$ cat src/rtl/tpu_pkg.sv
// Shared TPU definitions: byte width, default buffer depths, the host
// loader state type and the host opcode encodings decoded upstream.
package tpu_pkg;

  localparam int DATA_W        = 8;
  localparam int DEF_W_DEPTH   = 4;   // 2x2 weight array
  localparam int DEF_INP_DEPTH = 4;
  localparam int DEF_INS_DEPTH = 16;

  typedef enum logic {
    IDLE = 1'b0,
    RUN  = 1'b1
  } loader_state_t;

  // Host opcodes as decoded from the pins by the flag decoder.
  localparam logic [2:0] OP_NOP       = 3'b000;
  localparam logic [2:0] OP_FETCH_W   = 3'b001;
  localparam logic [2:0] OP_FETCH_INP = 3'b010;
  localparam logic [2:0] OP_FETCH_INS = 3'b011;
  localparam logic [2:0] OP_START     = 3'b100;

endpackage

$ cat src/rtl/load_buffer.sv
// Byte buffer filled through an auto-incrementing, saturating write pointer.
// Ports:
//   clk, reset      clock, asynchronous active-high reset
//   i_wr_en         write i_wr_data at the pointer (dropped when full)
//   i_wr_data       byte to store
//   i_clr_ptr       return the pointer to 0; contents are kept
//   i_rd_addr       read address
//   o_rd_data       combinational read data
//   o_count         entries written since the last pointer clear (0..DEPTH)
module load_buffer
  import tpu_pkg::*;
#(
  parameter int DEPTH = 4,
  localparam int AW   = $clog2(DEPTH)
) (
  input  logic              clk,
  input  logic              reset,
  input  logic              i_wr_en,
  input  logic [DATA_W-1:0] i_wr_data,
  input  logic              i_clr_ptr,
  input  logic [AW-1:0]     i_rd_addr,
  output logic [DATA_W-1:0] o_rd_data,
  output logic [AW:0]       o_count
);

  localparam logic [AW:0] L_FULL = (AW+1)'(DEPTH);

  logic [DATA_W-1:0] r_mem [DEPTH];
  logic [AW:0]       r_ptr;
  logic              w_full;

  // The pointer stops at DEPTH instead of wrapping, so a full buffer
  // never overwrites entry 0.
  assign w_full = (r_ptr == L_FULL);

  // NOTE: the storage is reset because reads after reset must return 0;
  // this forces flops rather than a RAM macro, acceptable at these depths.
  always_ff @(posedge clk or posedge reset) begin
    if (reset) begin
      for (int i = 0; i < DEPTH; i++) r_mem[i] <= '0;
      r_ptr <= '0;
    end else if (i_clr_ptr) begin
      r_ptr <= '0;
    end else if (i_wr_en && !w_full) begin
      // NOTE: non-blocking assignments keep the pointer value used as the
      // write index equal to the pre-edge value.
      r_mem[r_ptr[AW-1:0]] <= i_wr_data;
      r_ptr                <= r_ptr + 1'b1;
    end
  end

  assign o_rd_data = r_mem[i_rd_addr];
  assign o_count   = r_ptr;

endmodule

$ cat src/rtl/host_loader.sv
// Host-side load buffer between the pin flag decoder and the TPU core.
// In IDLE, fetch strobes stream bytes into the weight, input and
// instruction buffers; start launches the core (one-cycle core_start) and
// holds the buffers frozen in RUN until core_done. Strobes and data arrive
// already aligned to the same edge, so nothing is re-registered here.
// Ports:
//   clk, reset                        clock, asynchronous active-high reset
//   i_data_in                         host byte qualified by a fetch strobe
//   i_fetch_w/_inp/_ins               write strobe per buffer
//   i_start                           begin a run
//   i_w/inp/ins_rd_addr, o_*_rd_data  combinational core read ports
//   o_ins_count                       instructions loaded
//   o_core_start                      one-cycle launch pulse
//   i_core_done                       core finished (honoured in RUN only)
//   o_busy                            high while in RUN
//   o_overflow                        sticky: a write hit a full buffer
//   o_start_err                       sticky: start with no instructions
module host_loader
  import tpu_pkg::*;
#(
  parameter int W_DEPTH   = DEF_W_DEPTH,
  parameter int INP_DEPTH = DEF_INP_DEPTH,
  parameter int INS_DEPTH = DEF_INS_DEPTH,
  localparam int W_AW     = $clog2(W_DEPTH),
  localparam int INP_AW   = $clog2(INP_DEPTH),
  localparam int INS_AW   = $clog2(INS_DEPTH)
) (
  input  logic              clk,
  input  logic              reset,
  input  logic [DATA_W-1:0] i_data_in,
  input  logic              i_fetch_w,
  input  logic              i_fetch_inp,
  input  logic              i_fetch_ins,
  input  logic              i_start,
  input  logic [W_AW-1:0]   i_w_rd_addr,
  input  logic [INP_AW-1:0] i_inp_rd_addr,
  input  logic [INS_AW-1:0] i_ins_rd_addr,
  output logic [DATA_W-1:0] o_w_rd_data,
  output logic [DATA_W-1:0] o_inp_rd_data,
  output logic [DATA_W-1:0] o_ins_rd_data,
  output logic [INS_AW:0]   o_ins_count,
  output logic              o_core_start,
  input  logic              i_core_done,
  output logic              o_busy,
  output logic              o_overflow,
  output logic              o_start_err
);

  localparam logic [W_AW:0]   L_W_FULL   = (W_AW+1)'(W_DEPTH);
  localparam logic [INP_AW:0] L_INP_FULL = (INP_AW+1)'(INP_DEPTH);
  localparam logic [INS_AW:0] L_INS_FULL = (INS_AW+1)'(INS_DEPTH);

  loader_state_t   r_state, w_next_state;
  logic            r_core_start, r_overflow, r_start_err;
  logic [W_AW:0]   w_w_count;
  logic [INP_AW:0] w_inp_count;
  logic [INS_AW:0] w_ins_count;
  logic            w_wr_w, w_wr_inp, w_wr_ins;
  logic            w_launch, w_start_fail, w_drop, w_clr_ptr;

  always_ff @(posedge clk or posedge reset) begin
    if (reset) r_state <= IDLE;
    else       r_state <= w_next_state;
  end

  // Strobe priority start > fetch_ins > fetch_inp > fetch_w; only the
  // winning strobe acts, and nothing but core_done acts in RUN.
  always_comb begin
    // NOTE: every output gets a default first so no path infers a latch.
    w_next_state = r_state;
    w_wr_w       = 1'b0;
    w_wr_inp     = 1'b0;
    w_wr_ins     = 1'b0;
    w_launch     = 1'b0;
    w_start_fail = 1'b0;
    w_drop       = 1'b0;
    w_clr_ptr    = 1'b0;
    case (r_state)
      IDLE: begin
        if (i_start) begin
          if (w_ins_count != '0) begin
            w_next_state = RUN;
            w_launch     = 1'b1;
          end else begin
            w_start_fail = 1'b1;
          end
        end else if (i_fetch_ins) begin
          if (w_ins_count == L_INS_FULL) w_drop = 1'b1;
          else                           w_wr_ins = 1'b1;
        end else if (i_fetch_inp) begin
          if (w_inp_count == L_INP_FULL) w_drop = 1'b1;
          else                           w_wr_inp = 1'b1;
        end else if (i_fetch_w) begin
          if (w_w_count == L_W_FULL) w_drop = 1'b1;
          else                       w_wr_w = 1'b1;
        end
      end
      RUN: begin
        if (i_core_done) begin
          w_next_state = IDLE;
          w_clr_ptr    = 1'b1;
        end
      end
      default: w_next_state = IDLE;
    endcase
  end

  // A successful launch clears both sticky flags; it cannot coincide with a
  // drop or a failed start, so the clear needs no priority against them.
  always_ff @(posedge clk or posedge reset) begin
    if (reset) begin
      r_core_start <= 1'b0;
      r_overflow   <= 1'b0;
      r_start_err  <= 1'b0;
    end else begin
      r_core_start <= w_launch;
      if (w_launch) begin
        r_overflow  <= 1'b0;
        r_start_err <= 1'b0;
      end else begin
        if (w_drop)       r_overflow  <= 1'b1;
        if (w_start_fail) r_start_err <= 1'b1;
      end
    end
  end

  load_buffer #(.DEPTH(W_DEPTH)) u_w_buf (
    .clk       (clk),
    .reset     (reset),
    .i_wr_en   (w_wr_w),
    .i_wr_data (i_data_in),
    .i_clr_ptr (w_clr_ptr),
    .i_rd_addr (i_w_rd_addr),
    .o_rd_data (o_w_rd_data),
    .o_count   (w_w_count)
  );

  load_buffer #(.DEPTH(INP_DEPTH)) u_inp_buf (
    .clk       (clk),
    .reset     (reset),
    .i_wr_en   (w_wr_inp),
    .i_wr_data (i_data_in),
    .i_clr_ptr (w_clr_ptr),
    .i_rd_addr (i_inp_rd_addr),
    .o_rd_data (o_inp_rd_data),
    .o_count   (w_inp_count)
  );

  load_buffer #(.DEPTH(INS_DEPTH)) u_ins_buf (
    .clk       (clk),
    .reset     (reset),
    .i_wr_en   (w_wr_ins),
    .i_wr_data (i_data_in),
    .i_clr_ptr (w_clr_ptr),
    .i_rd_addr (i_ins_rd_addr),
    .o_rd_data (o_ins_rd_data),
    .o_count   (w_ins_count)
  );

  assign o_ins_count  = w_ins_count;
  assign o_core_start = r_core_start;
  assign o_busy       = (r_state == RUN);
  assign o_overflow   = r_overflow;
  assign o_start_err  = r_start_err;

endmodule

$ cat config.mk
export PLATFORM = sky130hd
export DESIGN_NAME = host_loader
export DESIGN_NICKNAME = d
export VERILOG_FILES = /design/src/rtl/tpu_pkg.sv /design/src/rtl/load_buffer.sv /design/src/rtl/host_loader.sv
export SDC_FILE = /design/constraint.sdc
export NUM_CORES = 1
export LEC_CHECK = 0
export ABC_CLOCK_PERIOD_IN_PS = 10600
export BUFFER_PORTS_ARGS = -buffer_cell sky130_fd_sc_hd__buf_4
export CAP_MARGIN = 20
export CORE_ASPECT_RATIO = 0.9
export CORE_MARGIN = 1.5
export CORE_UTILIZATION = 55
export DETAILED_ROUTE_END_ITERATION = 8
export GPL_ROUTABILITY_DRIVEN = 0
export PLACE_DENSITY = 0.73
export SYNTH_ARGS = -nofsm -noshare
export SYNTH_HDL_FRONTEND = slang
export SYNTH_SLANG_ARGS = --single-unit
$ cat constraint.sdc
create_clock -name clk -period 10.6 [get_ports clk]
set_input_delay 3.18 -clock clk [delete_from_list [all_inputs] [get_ports clk]]
set_output_delay 3.18 -clock clk [all_outputs]
set_load 0.02 [all_outputs]
* Yosys cells after proc, flatten, opt, wreduce, memory -nomap -nowiden
Index checks and enable logic that the tools add are counted.
** Operators by class
- Muxes and demuxes :: 61
- Add/subtract/negate cells :: 3
- Magnitude comparators :: 9
- Bitwise gates (word level) :: 8
- Reduce and logical (&&, ||, !) cells :: 18
- Multipliers :: 0
- Equal/unequal tests :: 3
- Shifts and indexed selects :: 0
- Div/mod/pow operators :: 0
** Operator list (count)
- $bwmux 128 :: 1
- $mux 8 :: 9
- $bwmux 32 :: 2
- $mux 1 :: 36
- $bmux 8 s2 :: 2
- $bmux 8 s4 :: 1
- $demux 8 s2 :: 2
- $demux 8 s4 :: 1
- $ge 3x3->1 const B :: 4
- $mux 3 :: 4
- $not 2->3 :: 4
- $ge 5x5->1 const B :: 2
- $mux 5 :: 2
- $not 4->5 :: 2
- $reduce_bool 2->1 :: 5
- $add 3x1->3 const B :: 2
- $eq 3x3->1 const B :: 2
- $logic_and 1x1->1 :: 6
- $lt 3x1->1 const B :: 2
- $reduce_and 2->1 :: 3
- $add 5x1->5 const B :: 1
- $eq 5x5->1 const B :: 1
- $lt 5x1->1 const B :: 1
- $reduce_bool 5->1 :: 1
- 3 further kinds :: 6
** Storage, ports and cells
- Flip-flop bits (word level) :: 207
- Logic and storage cells :: 133
- Memory bits (read-only) :: 0
- Bits in latches :: 0
- Memories :: 0
- Bits in writable memories :: 0

* Logic depth before layout (Yosys ltp)
Gate-level depths: netlist (run 1).
- Depth after elaboration :: 10
- Mapped depth :: 6
- Depth with buffers taken out :: 6

* Cells and area by module
From an unflattened synthesis (run 1), not the netlist that was laid out.
** Unflattened totals
- Cell total of the unflattened synthesis :: 627
- Area, all modules :: 9799.4 sq um
** Modules (own cells, without submodules)
- load_buffer (u_ins_buf) :: instances 1, cells each 399, area an instance 6189.7 sq um, seq. area each 3328.2 sq um
- load_buffer (u_inp_buf ...) :: instances 2, cells each 100, area an instance 1681.6 sq um, seq. area each 875.8 sq um
- host_loader :: instances 1, cells each 28, area an instance 246.5 sq um, seq. area each 100.1 sq um

* Least setup slack after synthesis (run 1)
No wires, ideal clock.
- Path kind :: input to output
- From :: in i_ins_rd_addr[0]
- To :: out o_ins_rd_data[1]
- Data required time :: 7.420 ns
- Cell stages on the path :: 5
- Arrival time :: 4.561 ns
- Buffers on the path :: 2
- Path slack :: 2.859 ns
- Cell sequence :: clkbuf_1 > buf_2 > mux4_2 > a22oi_1 > nand2_1
** Between the ends
- Cells in the longest elaborated chain, start to end :: 4
** Ends and longest elaborated chain
- from (decl) :: line host_loader.sv:37 : input logic [INS_AW-1:0] i_ins_rd_addr,
- $not 4->5 (not written as such) :: line load_buffer.sv:52 : assign o_rd_data = r_mem[i_rd_addr];
- $bmux 8 s4 :: line load_buffer.sv:52
- $mux 8 (not written as such) (2 in a row) :: line load_buffer.sv:52
- to (decl) :: line host_loader.sv:40 : output logic [DATA_W-1:0] o_ins_rd_data,
No other way between the ends. The select of a mux whose other input is x is not followed.

* Worst setup path after layout (run 1)
- From :: in i_ins_rd_addr[0]
- To :: out o_ins_rd_data[3]
Same word-level chain as after synthesis.

==> results by stage, run 1 <==
Synthesis:
- Synthesis produced a netlist whose cell count is 628.
- The synthesis warning total is 0.
- In this run the biggest area consumer among cell types represents around 54% of the synthesized area.
- The primary flip-flop cell chosen by synthesis mapping is dfrtp_1.
- The post-synthesis area per instance is 15.4 um2.
- The top cell type by total area after synthesis is dfrtp_1.
- The portion of the post-synthesis area used by sequential elements is 53.6%.
- After synthesis, the cell types taking the most area are dfrtp_1, mux2_2, mux4_2, ha_1, a22oi_1.
- The cell area after synthesis is just under 10,000 um2.
- The number of flip-flops and latches in the synthesized netlist is 207.
- Counting distinct cell types in the post-synthesis netlist gives 46.
- After synthesis, the share of flip-flops with an asynchronous set or reset is 100%.
- The net count after synthesis is between 600 and 700.
- Yosys mapped a number of flops with a built-in enable equal to 0.

Critical path:
- The cell repeated most along the worst path is buf_4.
- Across all register-to-register paths, the minimum setup slack is between 8000 and 9000 ps.
- The startpoint identified for the worst register-to-register timing path is u_ins_buf.o_count[2].
- The worst setup path is captured at an output pin.
- The data required time of the critical path is 7420 ps.
- STA classifies the critical path startpoint as a primary input.
- For this design, the slowest cell found on the critical path is mux4_2.
- The maximum net fanout on the critical path is 32.
- Data on the critical path arrives at its endpoint at 4830 ps.
- Walking the worst path, the cells encountered are buf_4, mux4_2, a22oi_1, nand2_1, buf_4.
- The depth of the worst register-to-register path is 3.
- The critical path is of the primary input to output pin type.
- In this run the critical register-to-register path is captured at u_ins_buf.r_mem[23].
- The largest single stage delay on the critical path is 590 ps.

Route:
- The mean routed wirelength per cell is 22.1 um.
- The first detailed-routing pass took 4 iterations.
- The number of design-rule violations left by the first detailed-router iteration is 300.
- The post-detailed-routing wire length is 20,300 um.
- The number of design rule violations left after detail routing is 0.
- The number of nets with antenna violations after routing is 0.
- The detailed router placed 5,657 vias in this run.
- The number of vias per cell is 6.16.

Cells and area:
- The signed area change from the synthesized netlist to the final layout is 12.9%.
- The repair_antennas step left the layout with diodes totalling 0.
- Leaving out fill and tap cells, the most frequent cells in the layout are dfrtp_1, mux2_2, buf_4.
- The final standard cell area without fillers is 10,900 um2.
- Leaving out fill and tap cells, the most frequent cell in the layout is dfrtp_1.
- Cells with a size suffix above 1 make up 51.1% of the layout.
- At the end of the flow, the number of nets in the layout was approximately 700.

GRT:
- The total overflow left after global routing is 0.
- The first global-routing pass estimated around 33,000 um of wire.
- Entering global routing, the biggest net connects approximately 140 pins.
- The overall global routing resource usage is 23.2%.
- The number of antenna violations at the first check in global routing is 0.
- The via count of the first global-routing pass is 5,866.

Clock tree:
- Counting along the longest clock path gives a buffer depth of 3.
- The number of hold-repair buffers added at the cts stage is 0.
- In this run the post-CTS setup repair buffer count came out at 0.
- TritonCTS built the clock tree.
- The clock-pin slew reported for the worst setup and hold paths after clock tree synthesis is 60 ps.
- The root buffer selected by CTS is clkbuf_16.
- In this run the number of H-tree levels came out at 1.
- The number of instances resized during post-cts repair is 0.
- At the later pin of the worst-skew pair, clock insertion delay measures ~500 ps.
- The number of clock buffers inserted by TritonCTS is 22.
- The number of clock sinks seen by CTS is 207.

Floorplanning:
- The overall die area is 18,400 um2.
- The core box area is about 17,000 um2.
- The row count is 45.
- The die width is 143 um.
- In this run the vertical extent of the chip is 129 um.
- For this design the top-level I/O count stands at 56.
- The initial utilization of the core area, before any placement, comes to a little under three fifths.

Status:
- The run finished with clean final reports.

Run:
- Across the run, the number of max-cap violations was 0.

Placement:
- In this run the tool buffered the top-level ports with 55 buffer cells.
- The standard cell area after detailed placement is between 10,000 and 15,000 um2.
- Summed over all nets, the half-perimeter wirelength after detailed placement is approximately 13,000 um.

Power and ir drop:
- For this design the static power due to leakage is 0.00518 uW.
- The peak supply drop is 0.133 mV.
- For this design the ratio of total power to cell area is between 200 and 250 nW/um2.

Timing:
- The headroom to the max-slew limit is 28.4%.
- The time the worst path needs with I/O delays and setup is around 8000 ps.
- The worst path uses approximately 76% of the clock period.
- The number of pins exceeding their max-slew limit in the final report is 0.
- Setup repair after global routing left no endpoint under its margin.
- The setup clock skew after layout is 7.19 ps.
- For the pin with the worst max-slew slack, the measured transition is around 1100 ps.
- The final hold violation count is 0.
- The final sum of negative setup slack is 0 ps.
- The count of endpoints failing setup in the final report is 0.
- The fmax is 0.125 GHz.

Hold path:
- The worst hold path begins at u_ins_buf.r_mem[93].
- Counting instances, the worst hold path has a depth of 1.
- The worst hold endpoint is u_ins_buf.r_mem[93].
- The worst hold path belongs to the class register to register.
## layout make-up
type,count,area [um2]
well taps,235,294
fillers,1254,6100
clock buffers,36,694
repair buffers,57,425
inverters,11,48.8
clock inverters,3,17.5
flip-flops and latches,207,5180
multi-input cells,369,4250
## cells in the mapped netlist (all sizes together) (4+ instances only)
library cell	count
a21oi	11
a22oi	16
and2	4
buf	14
clkbuf	27
dfrtp	207
ha	12
inv	11
mux2	192
mux4	48
nand2	18
nand3	8
nand4	9
nor2b	6
nor3b	4
o21ai	8
## power by group
part / switching, uW / internal, uW
sequential: 125 / 998
clock: 302 / 445
combinational: 253 / 326
total: 680 / 1770
## metal layers
layer	GRT usage, %	wire length (um)
met1	32.7	9040
met5	0	0
met2	37.9	9740
met4	6.49	497
met3	3.87	971
## critical path: cells and delay by family
kind,cells,cell delay [ps]
buf+inv,2,670
compound gates,1,270
simple gates,1,100
mux,1,590
## state kept, by name, summed over array words and instances (netlist names)
name,count
u_w_buf.o_count,3
u_ins_buf.r_mem,128
u_ins_buf.o_count,5
o_overflow,1
u_w_buf.r_mem,32
u_inp_buf.r_mem,32
o_busy,1
u_inp_buf.o_count,3
o_core_start,1
o_start_err,1
## metrics by stage
step           power (uW)  utilization, %  instances  hold slack (ps)  worst slack [ps]
2_1_floorplan        1540               -        628              459              1770
3_3_place_gp         1680            59.9        878              469              2580
3_5_place_dp         1710            59.9        878              481              2540
4_1_cts              2470            64.1        917              501              2540
5_1_grt              2570            64.2        918              514              2460
6_report             2450            64.2        918              502              2590
## worst max-delay path by stage
stage | start | to | slack, ps | cells past startpoint
after CTS | i_ins_rd_addr[0] | o_ins_rd_data[3] | 2540 | 5
after floorplan | reset | o_busy | 1770 | 1
after global routing | i_ins_rd_addr[0] | o_ins_rd_data[3] | 2460 | 5
final | i_ins_rd_addr[0] | o_ins_rd_data[3] | 2590 | 5
after detailed placement | i_ins_rd_addr[0] | o_ins_rd_data[3] | 2540 | 5
after global placement | i_ins_rd_addr[0] | o_ins_rd_data[3] | 2580 | 5
## logic make-up (layout without fill, tap and decap cells)
kind of cell | count (synthesis) | after routing | share of synthesized area, %
flops | 207 | 207 | 53.6
fa+ha+maj | 12 | 12 | 1.55
mux | 241 | 241 | 33.7
simple gates | 74 | 74 | 5.92
buf+inv | 52 | 107 | 2.38
compound gates | 42 | 42 | 2.82
(Power assumes the default switching activity.)
==> run 2, diff against run 1 <==
--- a/config.mk
+++ b/config.mk
@@ -5,7 +5,7 @@
 export SDC_FILE = /design/constraint.sdc
 export NUM_CORES = 1
 export LEC_CHECK = 0
-export ABC_CLOCK_PERIOD_IN_PS = 10600
+export ABC_CLOCK_PERIOD_IN_PS = 7600
 export BUFFER_PORTS_ARGS = -buffer_cell sky130_fd_sc_hd__buf_4
 export CAP_MARGIN = 20
 export CORE_ASPECT_RATIO = 0.9
==> constraint.sdc (replaced) <==
create_clock -name clk -period 7.6 [get_ports clk]
set_input_delay 2.28 -clock clk [delete_from_list [all_inputs] [get_ports clk]]
set_output_delay 2.28 -clock clk [all_outputs]
set_load 0.02 [all_outputs]
==> run 2 against run 1 <==
Against the previous run: worst hold slack got worse by 5.2 ps; sequential share of layout area decreased by 0.098 points; wire length increased by 4.3%.
==> results by stage, run 2 (same netlist as run 1, synthesis figures left out) <==
Cells and area:
- The largest registers in the layout are u_ins_buf.r_mem x128, u_inp_buf.r_mem x32, u_w_buf.r_mem x32.
- In the layout the commonest cells are dfrtp_1, mux2_2, buf_4.
- The area growth from synthesis to layout is 13.2%.
- The number of flip-flops in the largest register is 128.
- The multi-input combinational cells in the finished layout cover a total of 4250 um2.
- The number of inserted diodes is 0.
- The count of filler cells inserted in the layout is 1,239.
- Once layout is done, the placed cells without fillers occupy 10,900 um2.
- The net count of the finished layout is 704.
- Ranked by flip-flop count, first place goes to u_ins_buf.r_mem.
- Leaving out fill and tap cells, the most frequent cell in the layout is dfrtp_1.
- Across the whole layout, storage elements account for 5180 um2.
- The share of post-route cells with drive strength above 1 is 51.2%.

Route:
- After the first detailed-routing iteration, the DRC count stood at 343.
- The number of design rule violations left after detail routing is 0.
- Once detail routing completed, the nets flagged for antenna violations numbered 0.
- The detailed-routing iteration count for the pre-antenna-repair pass is 4.
- The mean routed wirelength per cell is 23.0 um.
- The number of vias per cell is 6.10.
- The post-detailed-routing wire length is 21,100 um.
- The count of vias placed by the detailed router is between 5,000 and 6,000.

Floorplanning:
- The floorplan step set the die width to 143 um.
- The die covers approximately 18,000 um2.
- The chip height is between 100 and 150 um.
- The total I/O pin count is 56.
- The row count is 45.
- The initial utilization of the core area, before any placement, comes to 56.8%.
- In this run the standard cell core region covers 17,000 um2.

Power and ir drop:
- Across the VDD grid, the largest voltage drop is 0.193 mV.
- The net switching power is 953 uW.
- For this design the static power due to leakage is 0.00518 uW.
- Of the total power, the share spent switching nets is 27.8%.
- Per report_power, the combinational group accounts for 23.8% of the total.
- The internal power of the cells is 2470 uW.
- In this run, flip-flops and latches consume 45.7% of the power.
- Dividing total power by cell area gives a power density of 313 nW/um2.
- The relative contribution of the clock network to total power is between 30 and 40%.

Clock tree:
- In this run the clock root is driven by a clkbuf_16.
- The clock-pin slew reported for the worst setup and hold paths after clock tree synthesis is 60 ps.
- In this run the number of H-tree levels came out at 1.
- For the worst-skew pair, the clock arrives at the later sink with an insertion delay of ~500 ps.
- The clock tree from TritonCTS is yes.
- In this run the post-CTS setup repair buffer count came out at 0.
- CTS saw 207 sinks.
- In this run, post-CTS repair resized a total of 0 instances.
- The number of buffers on the longest clock path is 3.
- The number of clock buffers inserted by TritonCTS is 22.
- The number of hold buffers added after CTS was 0.

Critical path:
- The critical path endpoint category is an output pin.
- The largest single stage delay on the critical path is just under 600 ps.
- The worst reg-to-reg setup slack is 5190 ps.
- The slowest stage of the critical path belongs to the cell mux4_2.
- The cell repeated most along the worst path is buf_4.
- The number of buffers and inverters on the critical path is 2.
- The critical path is of the primary input to output pin type.
- The depth of the worst register-to-register path is 3.
- The data arrival time of the critical path is about 3900 ps.
- The reg-to-reg critical path startpoint is o_busy.
- The cell family contributing the most delay on the critical path is buffers and inverters.
- Along the worst path, the maximum fanout reaches 32.
- In this run the critical register-to-register path is captured at u_ins_buf.r_mem[7].
- The launch point of the worst path is i_ins_rd_addr[0].
- Traced cell by cell, the critical path runs through buf_4, mux4_2, a22oi_1, nand2_1, buf_4.
- The sort of element at the start of the critical path is a primary input.
- The data required time of the critical path is 5320 ps.

Hold path:
- The worst hold path cell count is 2.
- The worst hold path begins at o_start_err.
- The worst hold endpoint is o_start_err.
- The worst hold path belongs to the class register to register.

Placement:
- The number of port buffers is 55.
- After legalization and detailed placement, the total HPWL measured between 10,000 and 15,000 um.
- The pre-CTS worst setup slack is 1360 ps.
- In this run the cell area measured after placement is 10,200 um2.

Timing:
- The headroom to the max-slew limit is 25.6%.
- The clock arrives with approximately 6.9 ps of skew.
- On the final layout, the worst hold slack is 496 ps.
- In the finished design, the share of the clock period the worst path needs comes to 81.6%.
- For the pin with the worst max-slew slack, the measured transition is between 1000 and 1500 ps.
- Setup repair after global routing left no endpoint under its margin.
- The fmax is 0.161 GHz.
- The final hold violation count is 0.
- The number of pins exceeding their max-slew limit in the final report came to 0.
- The least setup slack across all paths after layout is about 1400 ps.
- After layout, the minimum clock period comes to 6210 ps.
- The count of endpoints failing setup in the final report is 0.
- For the final routed database, the setup TNS stands at 0 ps.

GRT:
- The first-pass GRT wire length is 33,900 um.
- The via count of the first global-routing pass is 5,939.
- The final global-route overflow total is 0.
- Entering global routing, the biggest net connects 185 pins.
- The number of antenna violations at the first check in global routing was 0.
- Across every metal layer, demand over resource in global routing totals 24.4%.

Run:
- The number of max-capacitance violations reported is 0.

Status:
- The flow ran to the end, and the final reports show no timing, DRC or antenna violations.
## run 2: cell count changes in the layout (fill, tap and decap cells not counted), sizes merged
cell	delta
inv	-1
clkinvlp	+1
clkbuf	+1
## run 2: how the worst max path moves through the flow
stage | depth (start not counted) | end
2_1_floorplan | 5 | o_ins_rd_data[1]
3_3_place_gp | 5 | o_ins_rd_data[7]
3_5_place_dp | 5 | o_ins_rd_data[2]
4_1_cts | 5 | o_ins_rd_data[3]
5_1_grt | 5 | o_ins_rd_data[3]
6_report | 5 | o_ins_rd_data[0]
## run 2: tightest hold or removal path, stage by stage (launching register included)
cell     delay, ps
dfrtp_1        340
a21oi_1         40
nor2_1          70
## run 2: layer usage
metal  track usage, %  share of wire (%)  vias up
li1                 -                  -     2439
met1             33.9                 44     3023
met3             4.58                4.6       26
met4             5.58                1.7        0
met2             40.4                 50      121
met5                0                  0        -
## run 2: metrics by stage
step,utilization (%),instances,total power [uW]
finish,64.3,919,3420
global route,64.3,919,3580
CTS,64.2,917,3440
detailed placement,60.0,878,2400
global placement,60.0,878,2340
floorplan,-,628,2140
## run 2: area by class of cell
class / count / area share, %
Clock inverter: 3 / 0.160
Sequential cell: 207 / 47.4
Clock buffer: 36 / 6.35
Inverter: 11 / 0.412
Tap cell: 235 / 2.69
Multi-Input combinational cell: 369 / 38.9
Timing Repair Buffer: 58 / 4.13
## run 2: power by group through the flow
stage | combinational (uW) | sequential, uW | clock (uW)
2_1_floorplan | 619 | 1520 | 0
3_3_place_gp | 784 | 1550 | 0
3_5_place_dp | 819 | 1580 | 0
4_1_cts | 824 | 1560 | 1060
5_1_grt | 882 | 1600 | 1100
6_report | 816 | 1560 | 1040
